<file path="config.mk">
export PLATFORM = sky130hd
export DESIGN_NAME = lif_layer_seq
export DESIGN_NICKNAME = d
export VERILOG_FILES = /design/src/rtl/lif_layer_seq.sv
export SDC_FILE = /design/constraint.sdc
export NUM_CORES = 1
export LEC_CHECK = 0
export CORE_MARGIN = 3
export CORE_UTILIZATION = 40
export CTS_CLUSTER_DIAMETER = 40
export CTS_CLUSTER_SIZE = 10
export DETAILED_ROUTE_END_ITERATION = 8
export DONT_BUFFER_PORTS = 1
export PLACE_DENSITY = 0.61
export SLEW_MARGIN = 20
export SYNTH_ARGS = -nofsm -noshare
export SYNTH_HDL_FRONTEND = slang
export SYNTH_SLANG_ARGS = --single-unit
</file>
<file path="constraint.sdc">
create_clock -name clk -period 4.9 [get_ports clk]
set_input_delay 0 -clock clk [delete_from_list [all_inputs] [get_ports clk]]
set_output_delay 0 -clock clk [all_outputs]
set_load 0.005 [all_outputs]
</file>
<file path="src/rtl/lif_layer_seq.sv">
// lif_layer_seq: time-multiplexed layer of leaky integrate-and-fire neurons.
//
// One timestep walks every neuron in turn. For each neuron the shared weight
// store is read once per input, the weights of active inputs are summed, and a
// single update cycle applies refractory, saturating integration, leak and
// threshold. When all neurons are done the spike vector is published.
//
// Ports:
//   clk, rst              clock (rising edge), asynchronous active-low reset
//   step_valid/step_ready handshake starting one timestep; spike_in sampled on accept
//   spike_in              input spike vector
//   clear_state           in IDLE, clears potentials, refractory counters, spiked flags
//   spike_out/spike_valid spike vector of the last step, one-cycle valid pulse
//   busy                  high while a step is in progress
//   mem_addr/mem_din/
//   mem_wen/mem_dout      host access to the weight store ({neuron, input} address)
module lif_layer_seq #(
  parameter int unsigned                 WEIGHT_SIZE       = 32,
  parameter int unsigned                 POT_SIZE          = 2 * WEIGHT_SIZE,
  parameter logic signed [POT_SIZE-1:0]  THRESH            = POT_SIZE'(15),
  parameter logic signed [POT_SIZE-1:0]  RESET             = '0,
  parameter logic signed [POT_SIZE-1:0]  LEAK              = '0,
  parameter int unsigned                 REFRAC            = 5,
  parameter int unsigned                 NUM_INPUTS        = 4,
  parameter int unsigned                 NUM_NEURONS       = 1,
  parameter int unsigned                 SINGLE_SPIKE      = 0,
  parameter int unsigned                 WEIGHT_ADDR_WIDTH = 10,
  parameter int unsigned                 NEURON_ADDR_WIDTH = 28
) (
  input  logic                         clk,
  input  logic                         rst,
  input  logic                         step_valid,
  output logic                         step_ready,
  input  logic [NUM_INPUTS-1:0]        spike_in,
  input  logic                         clear_state,
  output logic [NUM_NEURONS-1:0]       spike_out,
  output logic                         spike_valid,
  output logic                         busy,
  input  logic [NEURON_ADDR_WIDTH-1:0] mem_addr,
  input  logic [WEIGHT_SIZE-1:0]       mem_din,
  input  logic                         mem_wen,
  output logic [WEIGHT_SIZE-1:0]       mem_dout
);

  localparam int unsigned DEPTH = NUM_NEURONS * NUM_INPUTS;
  localparam int unsigned MAW   = (DEPTH > 1) ? $clog2(DEPTH) : 1;
  localparam int unsigned NW    = (NUM_NEURONS > 1) ? $clog2(NUM_NEURONS) : 1;
  localparam int unsigned KW    = $clog2(NUM_INPUTS + 1);
  localparam int unsigned RW    = (REFRAC > 0) ? $clog2(REFRAC + 1) : 1;
  localparam int unsigned NIW   = NEURON_ADDR_WIDTH - WEIGHT_ADDR_WIDTH;

  localparam logic [KW-1:0] KLast = KW'(NUM_INPUTS);
  localparam logic [NW-1:0] NLast = NW'(NUM_NEURONS - 1);

  localparam logic signed [POT_SIZE-1:0] PotMax = {1'b0, {(POT_SIZE - 1){1'b1}}};
  localparam logic signed [POT_SIZE-1:0] PotMin = {1'b1, {(POT_SIZE - 1){1'b0}}};

  localparam logic [1:0] StIdle   = 2'd0;
  localparam logic [1:0] StAccum  = 2'd1;
  localparam logic [1:0] StUpdate = 2'd2;
  localparam logic [1:0] StDone   = 2'd3;

  // Signed add clamped to the potential range.
  function automatic logic signed [POT_SIZE-1:0] sat_add(input logic signed [POT_SIZE-1:0] a,
                                                         input logic signed [POT_SIZE-1:0] b);
    logic [POT_SIZE:0] s;
    s = {a[POT_SIZE-1], a} + {b[POT_SIZE-1], b};
    if (s[POT_SIZE] != s[POT_SIZE-1]) begin
      return s[POT_SIZE] ? PotMin : PotMax;
    end
    return s[POT_SIZE-1:0];
  endfunction

  // Weight store (not reset) and per-neuron state.
  logic [WEIGHT_SIZE-1:0]       mem [DEPTH];
  logic signed [POT_SIZE-1:0]   pot_q [NUM_NEURONS];
  logic [RW-1:0]                ref_q [NUM_NEURONS];
  logic                         spiked_q [NUM_NEURONS];

  logic [1:0]                   state_q, state_d;
  logic [NW-1:0]                n_q;
  logic [KW-1:0]                k_q;
  logic signed [POT_SIZE-1:0]   acc_q;
  logic [WEIGHT_SIZE-1:0]       w_rd_q;
  logic                         hit_q;
  logic [NUM_INPUTS-1:0]        spike_in_q;
  logic [NUM_NEURONS-1:0]       spike_vec_q;
  logic [NUM_NEURONS-1:0]       spike_out_q;
  logic                         spike_valid_q;
  logic [WEIGHT_SIZE-1:0]       mem_dout_q;

  assign busy        = (state_q != StIdle);
  assign step_ready  = (state_q == StIdle) && !clear_state;
  assign spike_out   = spike_out_q;
  assign spike_valid = spike_valid_q;
  assign mem_dout    = mem_dout_q;

  // Host address decode.
  logic [NIW-1:0]               h_neuron;
  logic [WEIGHT_ADDR_WIDTH-1:0] h_input;
  logic                         h_ok;
  logic [MAW-1:0]               h_idx;

  always_comb begin
    h_neuron = mem_addr[NEURON_ADDR_WIDTH-1:WEIGHT_ADDR_WIDTH];
    h_input  = mem_addr[WEIGHT_ADDR_WIDTH-1:0];
    h_ok     = (32'(h_neuron) < NUM_NEURONS) && (32'(h_input) < NUM_INPUTS);
    h_idx    = MAW'(32'(h_neuron) * NUM_INPUTS + 32'(h_input));
  end

  // Internal read port used during ACCUM. k_q == KLast is the drain cycle
  // where the last read's data is summed and no new read is issued.
  logic [MAW-1:0]            rd_idx;
  logic                      rd_ok;
  logic [NUM_INPUTS-1:0]     spike_sh;
  logic signed [POT_SIZE-1:0] w_ext;

  always_comb begin
    rd_idx   = MAW'(32'(n_q) * NUM_INPUTS + 32'(k_q));
    rd_ok    = (k_q != KLast);
    spike_sh = spike_in_q >> k_q;
    w_ext    = {{(POT_SIZE - WEIGHT_SIZE){w_rd_q[WEIGHT_SIZE-1]}}, w_rd_q};
  end

  // Neuron update for the neuron currently selected by n_q.
  logic signed [POT_SIZE-1:0] cur_pot, integ, leaked, upd_pot;
  logic signed [POT_SIZE:0]   integ_w, leak_lim;
  logic [RW-1:0]              cur_ref, upd_ref;
  logic                       cur_spk, upd_spk, upd_fire, can_fire;

  always_comb begin
    cur_pot  = pot_q[n_q];
    cur_ref  = ref_q[n_q];
    cur_spk  = spiked_q[n_q];
    integ    = sat_add(cur_pot, acc_q);
    integ_w  = {integ[POT_SIZE-1], integ};
    // RESET+LEAK formed one bit wider so the comparison cannot overflow.
    leak_lim = {RESET[POT_SIZE-1], RESET} + {LEAK[POT_SIZE-1], LEAK};
    if (integ_w > leak_lim) begin
      leaked = integ - LEAK;
    end else if (integ > RESET) begin
      leaked = RESET;
    end else begin
      leaked = integ;
    end
    can_fire = (leaked >= THRESH) && !((SINGLE_SPIKE != 0) && cur_spk);

    upd_pot  = leaked;
    upd_ref  = '0;
    upd_spk  = cur_spk;
    upd_fire = 1'b0;
    if (cur_ref != '0) begin
      upd_pot = RESET;
      upd_ref = cur_ref - 1'b1;
    end else if (can_fire) begin
      upd_pot  = RESET;
      upd_ref  = RW'(REFRAC);
      upd_spk  = 1'b1;
      upd_fire = 1'b1;
    end
  end

  always_comb begin
    state_d = state_q;
    case (state_q)
      StIdle:   if (step_ready && step_valid) state_d = StAccum;
      StAccum:  if (k_q == KLast) state_d = StUpdate;
      StUpdate: state_d = (n_q == NLast) ? StDone : StAccum;
      StDone:   state_d = StIdle;
      default:  state_d = StIdle;
    endcase
  end

  always_ff @(posedge clk) begin
    if (mem_wen && !busy && h_ok) begin
      mem[h_idx] <= mem_din;
    end
  end

  always_ff @(posedge clk or negedge rst) begin
    if (!rst) begin
      state_q       <= StIdle;
      n_q           <= '0;
      k_q           <= '0;
      acc_q         <= '0;
      w_rd_q        <= '0;
      hit_q         <= 1'b0;
      spike_in_q    <= '0;
      spike_vec_q   <= '0;
      spike_out_q   <= '0;
      spike_valid_q <= 1'b0;
      mem_dout_q    <= '0;
      for (int j = 0; j < int'(NUM_NEURONS); j++) begin
        pot_q[j]    <= RESET;
        ref_q[j]    <= '0;
        spiked_q[j] <= 1'b0;
      end
    end else begin
      state_q       <= state_d;
      spike_valid_q <= (state_q == StDone);
      mem_dout_q    <= (!busy && h_ok) ? mem[h_idx] : '0;
      case (state_q)
        StIdle: begin
          if (clear_state) begin
            for (int j = 0; j < int'(NUM_NEURONS); j++) begin
              pot_q[j]    <= RESET;
              ref_q[j]    <= '0;
              spiked_q[j] <= 1'b0;
            end
          end else if (step_valid) begin
            spike_in_q  <= spike_in;
            n_q         <= '0;
            k_q         <= '0;
            acc_q       <= '0;
            spike_vec_q <= '0;
          end
        end
        StAccum: begin
          k_q    <= k_q + 1'b1;
          w_rd_q <= rd_ok ? mem[rd_idx] : '0;
          hit_q  <= rd_ok && spike_sh[0];
          // Data read in the previous cycle arrives now.
          if ((k_q != '0) && hit_q) begin
            acc_q <= sat_add(acc_q, w_ext);
          end
        end
        StUpdate: begin
          pot_q[n_q]       <= upd_pot;
          ref_q[n_q]       <= upd_ref;
          spiked_q[n_q]    <= upd_spk;
          spike_vec_q[n_q] <= upd_fire;
          if (n_q != NLast) begin
            n_q   <= n_q + 1'b1;
            k_q   <= '0;
            acc_q <= '0;
          end
        end
        StDone: begin
          spike_out_q <= spike_vec_q;
        end
        default: ;
      endcase
    end
  end

endmodule

</file>
# Word-level counts from Yosys, hierarchy flattened
# Memories as Yosys holds them, arrays and structs flattened.
# Cells that the tools add are included.
[op_classes] eq_ne=14 reduce_logical=23 add_sub_neg=7 shift=1 bitwise=1 muxes=52 n_lt_le_gt_ge=7
[op_table] operator="64-bit two-way mux" count=17
[op_table] operator="64-bit case mux with 3 select lines" count=1
[op_table] operator="64-bit by 1-bit greater-than comparator with 1-bit output (second input constant)" count=2
[op_table] operator="64-bit case mux with 2 select lines" count=1
[op_table] operator="64-bit by 32-bit adder with 65-bit output" count=1
[op_table] operator="64-bit by 64-bit adder with 65-bit output" count=1
[op_table] operator="64-bit bitwise mux" count=1
[op_table] operator="64-bit by 5-bit >= comparator with 1-bit output (second input constant)" count=1
[op_table] operator="32-bit two-way mux" count=2
[op_table] operator="3-bit two-way mux" count=8
[op_table] operator="18-bit by 1-bit < comparator with 1-bit output (second input constant)" count=1
[op_table] operator="1-bit two-way mux" count=12
[op_table] operator="2-bit != test (second input constant)" count=6
[op_table] operator="10-bit by 3-bit < comparator with 1-bit output (second input constant)" count=1
[op_table] operator="1-bit logical AND" count=9
[op_table] operator="3-bit case mux with 3 select lines" count=1
[op_table] operator="3-bit nonzero test" count=3
[op_table] operator="2-bit case mux with 4 select lines" count=1
[op_table] operator="2-bit two-way mux" count=3
[op_table] operator="3-bit case mux with 2 select lines" count=1
[op_table] operator="3-bit AND reduction" count=2
[op_table] operator="5-bit AND reduction" count=1
[op_table] operator="1-bit by 2-bit adder with 2-bit output (first input constant)" count=2
[op_table] operator="2-bit == test (second input constant)" count=2
[op_table] operator="20 further kinds" count=25
[word_totals] ram_bits=128 out_inout_bits=36 inputBits=69 mem_count=1 reg_bits=209
[memory_table] memory="mem" depth=4 width=32 rd=2 rd_clocked_by_memory_dff=0 wr=1 line="75" text="logic [WEIGHT_SIZE-1:0] mem [DEPTH];"

# Depth between registers and ports, before layout
[depth] word_depth=14 depth_mapped=17 depth_no_buf=14

# Worst setup path after synthesis
# OpenSTA, ideal clock, no wires.
[synth_timing] kind="register to register" from="register state_q[0]" to="memory mem[2][0], enable pin" arrival_time_ns=3.991 path_stages_with_launch=10 slack_ns=0.441 n_path_buf=0 path_cell_list="dfrtp_1 -> inv_1 -> ha_1 -> inv_1 -> nor4_1 -> nand4_1 -> nand4b_1 -> inv_1 -> nand2_1 -> nor3b_1"
[synth_via] elab_chain_len=6
[synth_rtl] element="from (decl)" line="80" text="logic [1:0] state_q, state_d;"
[synth_rtl] element="from (signal assigned)" line="182" text="state_q <= StIdle;"
[synth_rtl] element="from (signal assigned)" line="199" text="state_q <= state_d;"
[synth_rtl] element="2-bit nonzero test" line="92" text="assign busy = (state_q != StIdle);"
[synth_rtl] element="via busy" line="38" text="output logic busy,"
[synth_rtl] element="1-bit logical NOT" line="175" text="if (mem_wen && !busy && h_ok) begin"
[synth_rtl] element="1-bit logical AND (2 in a row)" line="175"
[synth_rtl] element="1-bit two-way mux" line="175"
[synth_rtl] element="1-bit two-way mux (not written as such)" line="176" text="mem[h_idx] <= mem_din;"
[synth_rtl] element="to (decl)" line="75"
# The timed path passes the listed nets, and every way through them passes these cells.

# Worst setup path in the final report
[layout_timing] from="register acc_q[0]" to="register pot_q[31] in the netlist's numbering"
[layout_via] elab_chain_len=12 elab_cells_between_ends=15 cone_classes="1 x add/sub; 3 x order compare; 1 x eq/ne; 10 x mux"
[layout_rtl] element="from (decl)" line="83" text="logic signed [POT_SIZE-1:0] acc_q;"
[layout_rtl] element="from (signal assigned)" line="224" text="acc_q <= sat_add(acc_q, w_ext);"
[layout_rtl] element="64-bit by 64-bit adder with 65-bit output *" line="67" text="s = {a[POT_SIZE-1], a} + {b[POT_SIZE-1], b};"
[layout_rtl] element="64-bit two-way mux or 1-bit != test (tied branches)" line="69, 68"
[layout_rtl] element="64-bit two-way mux or 1-bit two-way mux (tied branches)" line="68" text="if (s[POT_SIZE] != s[POT_SIZE-1]) begin"
[layout_rtl] element="64-bit two-way mux *" line="71" text="return s[POT_SIZE-1:0];"
[layout_rtl] element="64-bit by 1-bit greater-than comparator with 1-bit output" line="139, 141"
[layout_rtl] element="64-bit two-way mux" line="141" text="end else if (integ > RESET) begin"
[layout_rtl] element="64-bit two-way mux *" line="139" text="if (integ_w > leak_lim) begin"
[layout_rtl] element="64-bit by 5-bit >= comparator with 1-bit output" line="146" text="can_fire = (leaked >= THRESH) && !((SINGLE_SPIKE != 0) && cur_spk);"
[layout_rtl] element="64-bit two-way mux *" line="155" text="end else if (can_fire) begin"
[layout_rtl] element="64-bit two-way mux *" line="152" text="if (cur_ref != '0) begin"
[layout_rtl] element="64-bit bitwise mux *" line="228" text="pot_q[n_q] <= upd_pot;"
[layout_rtl] element="64-bit case mux with 2 select lines *" line="202" text="case (state_q)"
[layout_rtl] element="to (signal, indexed assignment)" line="228"
[layout_rtl] element="to (decl)" line="76" text="logic signed [POT_SIZE-1:0] pot_q [NUM_NEURONS];"
# Every way passes the cells marked *; elsewhere a longest branch is shown, timed or not. The select of a mux whose other input is x is not followed.
# A chain may end at the register's enable or synchronous reset.

==> results.cfg <==
[grt]
grt_overflow = 0
grt_pass1_vias = 18471
antenna_found_initial = 0
grt_max_degree = 209
grt_usage_pct = 22.0
grt_pass1_wl_um = 105000

[synthesis]
yosys.cell_count.top_type = nand2_1
ys.flop_type = dfrtp_1
yosys.area.top_type = dfrtp_1
synth_top_family_by_area = compound AO/OA/AOI/OAI gates
synth_edf_count = 128
synth-async-reset-ratio_pct = 61.9
synth.avg_cell_area_um2 = 9.53
yosys.area_share.simple_pct = 16.1
yosysSeqAreaShare_pct = 40.7
syn_inst = 2333
synth_nets = 2539
synth-adder-area-share_pct = 7.78
yosys-top-cells-area = dfrtp_1 (23%), edfxtp_1 (17%), ha_1 (7.6%)
synth_warnings = 0
synth.area.mux_share_pct = 7.12
ys_ff_latch = 336
synth_top_cell_area_share_pct = 23.4
synth.cell_area_um2 = 22200
synth_cell_types = 88
ys_top_cells_by_count = nand2_1 (297), o21ai_0 (244), dfrtp_1 (208)
synth_compound_area_share_pct = 20.8
synthXorXnorAreaFrac_pct = 3.98

[clock_network]
worstSkewPairLatency_ns = 0.61
clockBufferDepth = 3
clk_transition_reported_paths_ns = 0.06
cts-root-buf = clkbuf_16
cts_max_level = 2
clkSinkCount = 336
cts_inserted_buffers = 54
cts_tree = yes

[detailed_routing]
drtPass1Iterations = 7
drt-vias-per-instance = 5.88
vias = 18647
wl_per_cell_um = 20.6
drt_iter0_markers = 1609
postRouteAntennaNets = 0
drc = 0
totalWireLength_um = 65300

[placement]
place_area_um2 = 23200
dp_hpwl_um = 46900
dp_slack_ns = 0.177
port_buffers = 0
place.gp.congestion = 0.981

[die]
die_area_um2 = 58400
die_w_um = 242
num_rows = 85
coreArea_um2 = 54300
start_util_pct = 40.9
die_h_um = 242
num_io_pins = 105

[cells_and_area]
layout.nets = 2593
diodes = 0
design_area_um2 = 25700
drive_gt1_share_pct = 11.0
fillers = 5037
area_growth_pct = 15.6

[critical_path]
crit_path_start_kind = flop
setup.worst_path.start = acc_q[0]$_DFFE_PN0P_
slowest_stage = a2111oi_0
critPathKind = flop to flop
cp.required_ns = 5.39
worstSetupEndpointType = flop
crit_fanout = 40
regToRegStartpoint = acc_q[0]$_DFFE_PN0P_
max_stage_delay_ns = 0.61
cp_cell_sequence = ha_1 -> fa_1 -> a211o_1 -> a21oi_2 -> o21ai_2 -> o211a_1 -> o211ai_1 -> a21oi_1 -> or3_1 -> a2111oi_0 -> and4b_1 -> nand3_2 -> o21a_2 -> buf_12 -> o41ai_2
cp_data_arrival_time_ns = 5.13

[min_path]
hold_class = input port to flop
hold_start = mem_addr[1]

[timing]
setup_slack_ns = 0.265
max-slew-margin-rel_pct = 37.5
hold_viol_final = 0
layout_min_cycle_time_ns = 4.64
holdWs_ns = 0.0291
tns_ns = 0
setup_viol_count_final = 0
worst_pin_slew_ns = 0.929
fmax_mhz = 216
grt_setup_unrepaired = no
fin_skew_ns = 0.0326
slew_viol_final = 0
period_share_pct = 94.6

[power]
ir_drop_mv = 1.03
power_leakage_nw = 10.8
power_mw = 12.9
power_density_nw_per_um2 = 504

[run]
cap_violations = 0

[run_status]
status = complete, no violations
critical path: cells and delay by family (launching register included):
| kind | cells | cell delay, ns |
|---|---|---|
| flip-flops | 1 | 0.40 |
| adder cells (fa/ha/maj) | 2 | 0.65 |
| AND/OR/NAND/NOR | 3 | 0.74 |
| AO/OA/AOI/OAI | 9 | 2.52 |
| buffers and inverters | 1 | 0.17 |
metrics by stage:
stage | instances | utilization, %
floorplan | 2333 | -
global placement | 3009 | 42.7
detailed placement | 3009 | 42.7
CTS | 3165 | 47.1
global route | 3170 | 47.3
finish | 3170 | 47.3
routing by layer:
layer | routed length (um) | vias up | track usage, % | share of wire (%)
met5 | 0 | - | 0 | 0
met4 | 1910 | 0 | 6.70 | 2.9
met3 | 4040 | 101 | 3.63 | 6.2
met2 | 30900 | 666 | 36.6 | 47
met1 | 28500 | 9126 | 29.5 | 44
li1 | - | 8754 | - | -
logic make-up after synthesis:
family | Yosys count
buf+inv | 200
flops | 336
fa+ha+maj | 137
compound gates | 724
simple gates | 759
xor+xnor | 101
mux | 76
path summary, 6_finish.rpt:
kind,to,slack (ns),cells past startpoint
worst min-delay path,mem[2][31]$_DFFE_PP_,0.03,2
worst max register to register,pot_q[31]$_DFFE_PN0P_,0.26,15
min in group asynchronous,acc_q[59]$_DFFE_PN0P_,0.04,2
max in group asynchronous,acc_q[3]$_DFFE_PN0P_,3.81,3
worst max-delay path,pot_q[31]$_DFFE_PN0P_,0.26,15
worst min register to register,pot_q[18]$_DFFE_PN0P_,0.48,2
power breakdown:
part	switching, mW	internal, mW	total, mW
Clock	1.40	2.37	3.78
Combinational	3.73	1.95	5.68
Sequential	0.262	3.22	3.48
layout make-up:
cell class                 instances  area [um2]  area share [%]
clock buffer                      78        1550            6.05
clock inverter                    22         264            1.03
inverter                          83         312            1.21
multi-input combinational       1797       12500            48.5
sequential                       336        9050            35.2
tap                              739         925            3.60
timing repair buffer             115        1130            4.40
layout by cell type (no fill, tap or decap), drive strengths merged, types with 11 or more instances in the layout:
cell / count
inv: 88
xnor2: 65
and2: 14
o41ai: 15
buf: 62
o21ai: 258
ha: 135
a31oi: 17
nand4: 34
nor3: 42
nand3: 30
nand2: 298
or3: 19
clkbuf: 78
nor2: 182
a21boi: 13
nand2b: 11
dlygate4sd3: 53
xor2: 36
a21o: 65
nor2b: 49
o21bai: 26
and3: 16
a211oi: 19
edfxtp: 128
dfrtp: 208
o211ai: 19
and4: 15
a21oi: 172
mux4: 65
o21a: 25
o31ai: 24
repair_timing:
item / in CTS / in global routing
setup endpoints to repair: 0 / 43
setup buffers: 0 / 4
hold buffers: 56 / 0
hold endpoints to repair: 478 / 0
resized for setup: 0 / 5
flip-flops by register name, indices dropped and copies added (netlist names), 3 cells and up:
signal	count
acc_q	64
mem	128
w_rd_q	32
k_q	3
mem_dout	32
pot_q	64
ref_q	3
spike_in_q	4
(Power assumes the default switching activity.)
